--- src/rtl/stream_split_pkg.sv ---
// Shared helpers for the stream split/join FIFOs: depth derived from address size.
package stream_split_pkg;

  function automatic int fifo_depth(input int addr_sz);
    return 1 << addr_sz;
  endfunction

endpackage

--- src/rtl/stream_split_fifo.sv ---
// First-word-fall-through FIFO with registered storage and an async active-high
// reset that clears pointers and count only; data outputs read 0 while empty.
module stream_split_fifo
  import stream_split_pkg::*;
#(
  parameter int WIDTH   = 8,
  parameter int ADDR_SZ = 1
) (
  input  logic               clk,
  input  logic               reset,
  input  logic               i_wr,
  input  logic [WIDTH-1:0]   i_data,
  output logic               o_full,
  input  logic               i_rd,
  output logic [WIDTH-1:0]   o_data,
  output logic               o_empty,
  output logic [ADDR_SZ:0]   o_count
);

  localparam int DEPTH = fifo_depth(ADDR_SZ);
  localparam logic [ADDR_SZ:0] FULL_CNT = (ADDR_SZ+1)'(DEPTH);

  logic [WIDTH-1:0]   mem [DEPTH];
  logic [ADDR_SZ-1:0] wr_ptr;
  logic [ADDR_SZ-1:0] rd_ptr;
  logic [ADDR_SZ:0]   count;
  logic               wr;
  logic               rd;

  assign o_full  = (count == FULL_CNT);
  assign o_empty = (count == '0);
  assign o_count = count;
  assign o_data  = o_empty ? '0 : mem[rd_ptr];

  // Guard both sides locally so a caller cannot overrun or underrun.
  assign wr = i_wr && !o_full;
  assign rd = i_rd && !o_empty;

  always_ff @(posedge clk or posedge reset) begin
    if (reset) begin
      wr_ptr <= '0;
      rd_ptr <= '0;
      count  <= '0;
    end else begin
      if (wr) wr_ptr <= wr_ptr + 1'b1;
      if (rd) rd_ptr <= rd_ptr + 1'b1;
      case ({wr, rd})
        2'b10:   count <= count + 1'b1;
        2'b01:   count <= count - 1'b1;
        default: count <= count;
      endcase
    end
  end

  // Storage is deliberately not reset; pointers alone define what is live.
  always_ff @(posedge clk) begin
    if (wr) mem[wr_ptr] <= i_data;
  end

endmodule

--- src/rtl/stream_split.sv ---
// Forks one {left, right} valid/ready stream into two independently buffered
// streams. Define STREAMSPLIT_LEVEL_EN to expose per-side FIFO fill levels.
module stream_split
  import stream_split_pkg::*;
#(
  parameter int LEFT_WIDTH   = 8,
  parameter int RIGHT_WIDTH  = 8,
  parameter int FIFO_ADDR_SZ = 1,
  parameter int IN_WIDTH     = LEFT_WIDTH + RIGHT_WIDTH
) (
  input  logic                    clk,
  input  logic                    reset,
  input  logic                    i_valid,
  output logic                    i_ready,
  input  logic [IN_WIDTH-1:0]     i_data,
  output logic                    o_left_valid,
  input  logic                    o_left_ready,
  output logic [LEFT_WIDTH-1:0]   o_left_data,
  output logic                    o_right_valid,
  input  logic                    o_right_ready,
  output logic [RIGHT_WIDTH-1:0]  o_right_data
`ifdef STREAMSPLIT_LEVEL_EN
  ,
  output logic [FIFO_ADDR_SZ:0]   o_left_level,
  output logic [FIFO_ADDR_SZ:0]   o_right_level
`endif
);

  logic                  left_full,  right_full;
  logic                  left_empty, right_empty;
  logic [FIFO_ADDR_SZ:0] left_count, right_count;
  logic                  accept;

  // Ready depends only on registered counts, never on downstream ready.
  assign i_ready = !reset && !left_full && !right_full;
  assign accept  = i_valid && i_ready;

  assign o_left_valid  = !left_empty;
  assign o_right_valid = !right_empty;

  stream_split_fifo #(.WIDTH(LEFT_WIDTH), .ADDR_SZ(FIFO_ADDR_SZ)) u_left (
    .clk     (clk),
    .reset   (reset),
    .i_wr    (accept),
    .i_data  (i_data[IN_WIDTH-1:RIGHT_WIDTH]),
    .o_full  (left_full),
    .i_rd    (o_left_ready),
    .o_data  (o_left_data),
    .o_empty (left_empty),
    .o_count (left_count)
  );

  stream_split_fifo #(.WIDTH(RIGHT_WIDTH), .ADDR_SZ(FIFO_ADDR_SZ)) u_right (
    .clk     (clk),
    .reset   (reset),
    .i_wr    (accept),
    .i_data  (i_data[RIGHT_WIDTH-1:0]),
    .o_full  (right_full),
    .i_rd    (o_right_ready),
    .o_data  (o_right_data),
    .o_empty (right_empty),
    .o_count (right_count)
  );

`ifdef STREAMSPLIT_LEVEL_EN
  assign o_left_level  = left_count;
  assign o_right_level = right_count;
`else
  logic unused_count;
  assign unused_count = ^{left_count, right_count};
`endif

endmodule

--- config.mk ---
export PLATFORM = sky130hd
export DESIGN_NAME = stream_split
export DESIGN_NICKNAME = d
export VERILOG_FILES = /design/src/rtl/stream_split_pkg.sv /design/src/rtl/stream_split_fifo.sv /design/src/rtl/stream_split.sv
export SDC_FILE = /design/constraint.sdc
export NUM_CORES = 1
export LEC_CHECK = 0
export BUFFER_PORTS_ARGS = -buffer_cell sky130_fd_sc_hd__buf_2
export CAP_MARGIN = 20
export CORE_MARGIN = 1
export CORE_UTILIZATION = 52
export DETAILED_ROUTE_END_ITERATION = 12
export HOLD_SLACK_MARGIN = 0.15
export PLACE_DENSITY = 0.75
export SLEW_MARGIN = 5
export SYNTH_ARGS = -nofsm -noshare
export SYNTH_HDL_FRONTEND = slang
export SYNTH_SLANG_ARGS = --single-unit
--- constraint.sdc ---
create_clock -name clk -period 2.1 [get_ports clk]
set_input_delay 0 -clock clk [delete_from_list [all_inputs] [get_ports clk]]
set_output_delay 0 -clock clk [all_outputs]
set_load 0.01 [all_outputs]
==> reports/summary.txt <==
Status -> finished, violations left
Failing checks -> design-rule violations
Post-synth ARST share -> 20.0%
Met2 Use GR -> 34.3%
Cell Area, Placed -> 0.00191 mm^2
Peak VDD IR -> 0.710 mV
Syn nets -> 127
CTS sink cnt -> 40
Starting Density -> 54.1%
Compound-cell area share of the yosys netlist -> 0%
Worst Tran Pin Value -> 0.514 ns
Sw frac -> 34.9%
Final GP Congestion -> 0.690
Post-Synthesis Cell Area -> 0.00164 mm^2
Die Width -> 58.1 um
P_int -> 1660 uW
Skew final -> 0.00832 ns
TritonCTS clock tree -> done
Biggest area consumer among synthesized cells -> edfxtp_1
Slew Viols, Final -> 0
Worst-Skew Late Latency -> 0.33 ns
Fin area -> 0.00216 mm^2
Synth Area in Adders -> 1.53%
Fill count -> 216
Final antenna-violating net count -> 0
Area growth syn-to-layout -> 31.7%
Clk network pwr share -> 13.7%
GRT met1 Usage -> 22.6%
Post-CTS sizing -> 0
Comb pwr share -> 38.8%
Yosys reg bits -> 40
Num CTS Buffers -> 5
Number of placed I/O pins -> 40
Initial antenna violation count -> 0
Die Ht -> 58.1 um
DR iter-0 viols -> 28
Hold Path Class -> in2async
WS Path Type -> in2reg
Post-synth top cells -> edfxtp_1 (32), nor2_1 (20), mux2i_1 (16)
Largest net degree at the start of global routing -> 12
Clk buf depth -> 2
Post-synth EDFFs -> 32
Setup-failing EPs final -> 0
XOR/XNOR Fraction of Synth Area -> 5.34%
Share of cells above drive strength 1 -> 32.4%
Share of total power in sequential cells -> 47.5%
Tcrit/Tclk final -> 78.7%
Drt wl/cell -> 13.3 um
Busiest layer in global routing -> met2
DRT Pass-1 Iters -> 8
Core area -> 0.00303 mm^2
DRC -> 1
Worst EP required -> 2.10 ns
Setup_tns -> 0 ns
Crit Path Max Fanout -> 11
Post-synth top area share -> 58.6%
Power, Total -> 2560 uW
Synth unique cells -> 16
Clk root buf -> clkbuf_4
# port buffers -> 39
Multi-input combinational cell area -> 457 um^2
HPWL after detailed placement -> 1860 um
Unrepaired setup endpoints after global routing -> false
Fin crit period -> 1.65 ns
GRT Total Usage -> 19.7%
Synthesized area per cell -> 15.8 um^2
LEAKAGE -> 0.000918 uW
Vias -> 1040
Most numerous cell in the Yosys netlist -> edfxtp_1
Simple-gate portion of the synthesized area -> 11.2%
Sw Pwr -> 892 uW
Vias per cell -> 4.79
Worst relative slew slack -> 65.7%
# rows -> 20
Register area share after synthesis -> 70.8%
Ant. Diodes -> 0
DRT Wirelength -> 2890 um
Die ar. -> 0.00338 mm^2
Largest family of logic cells by synthesized area -> simple AND/OR/NAND/NOR gates
Pwr Density -> 1180 mW/mm^2
Synth top area cells -> edfxtp_1 (59%), dfrtp_1 (12%), mux2i_1 (9.8%)
FMAX -> 605 MHz
Critical path arrival -> 1.65 ns
Met3 usage -> 6.70%
GR Overflow Total -> 0
Maxcap violations -> 0
Storage cell area -> 0.00116 mm^2
Vias in the first global route -> 1059
Final Hold Fails -> 0
Setup crit end kind -> flip-flop
Post-synthesis mux area share -> 9.77%
Post-synthesis instance total -> 104
Synth warn -> 0
Ys flop type -> edfxtp_1
Post-layout nets -> 195
First-pass GRT wire length -> 4670 um
H-tree depth -> 2
CP Launch Type -> input pin
Clk pin slew, worst setup/hold paths -> 0.11 ns
## state kept, by name (all words and copies together) (netlist names)
| register | count |
|---|---|
| u_left.mem | 16 |
| u_right.mem | 16 |
| u_left.o_count | 2 |
| u_right.o_count | 2 |
| u_left.rd_ptr | 1 |
| u_left.wr_ptr | 1 |
| u_right.rd_ptr | 1 |
| u_right.wr_ptr | 1 |
## metal layers
metal,vias up,share of wire [%]
met4,0,1.3
li1,505,-
met2,24,54
met3,6,4.1
met1,505,40
met5,-,0
## cell usage in the layout, fill, tap and decap left out, drive strengths merged
master,Yosys,final
xnor2,6,6
inv,3,3
edfxtp,32,32
clkinv,0,1
dlygate4sd3,0,20
nand4,2,2
nor2,22,22
and3,3,3
xor2,4,4
mux2i,16,16
clkbuf,0,7
nand2b,2,2
nor2b,2,2
dfrtp,8,8
ha,2,2
buf,2,43
## through the flow
step	setup slack, ns	util (%)	cells	hold slack [ns]
finish	0.446	71.3	217	0.201
CTS	0.418	71.3	217	0.197
global route	0.331	71.3	217	0.205
global placement	0.611	63.1	189	0.000283
detailed placement	0.552	63.1	189	0.0187
floorplan	0.621	-	104	-0.139
## final timing paths
kind | from | end | slack, ns | cells after the start
setup / recovery | reset | u_left.mem[1][7] | 0.45 | 5
hold / removal | reset | u_left.o_count[0] | 0.20 | 3
setup reg to reg | u_left.o_count[0] | u_left.mem[1][7] | 0.57 | 3
hold reg to reg | u_right.wr_ptr | u_right.wr_ptr | 0.50 | 1
max in group asynchronous | reset | u_right.wr_ptr | 1.59 | 3
min in group clk | i_data[5] | u_right.mem[0][5] | 0.39 | 2
## cell families (layout without fill, tap and decap cells)
logic type | after synthesis | after routing
flops | 40 | 40
simple gates | 31 | 31
mux | 16 | 16
xor+xnor | 10 | 10
buf+inv | 5 | 74
fa+ha+maj | 2 | 2
## critical path, stage by stage
cell	delay [ns]
dlygate4sd3_1	0.53
buf_2	0.12
inv_1	0.33
and3_4	0.28
and3_1	0.40
## layout make-up
type | count | area share, %
timing repair buffer | 63 | 19.7
sequential | 40 | 53.8
clock buffer | 7 | 2.09
clock inverter | 1 | 0.174
tap | 44 | 2.55
multi-input combinational | 59 | 21.2
inverter | 3 | 0.522
## power groups by stage
stage,sequential [uW],clock (uW),combinational [uW]
after floorplan,1130,0,721
after global placement,1220,0,937
after detailed placement,1240,0,966
after CTS,1220,362,1000
after global routing,1240,402,1090
final,1220,350,991
## what timing repair did
action                                 in CTS  in global routing
endpoints found under the hold margin      44                  0
setup buffers                               0                  0
hold buffers                               20                  0
Power figures use the tool's default switching activity.
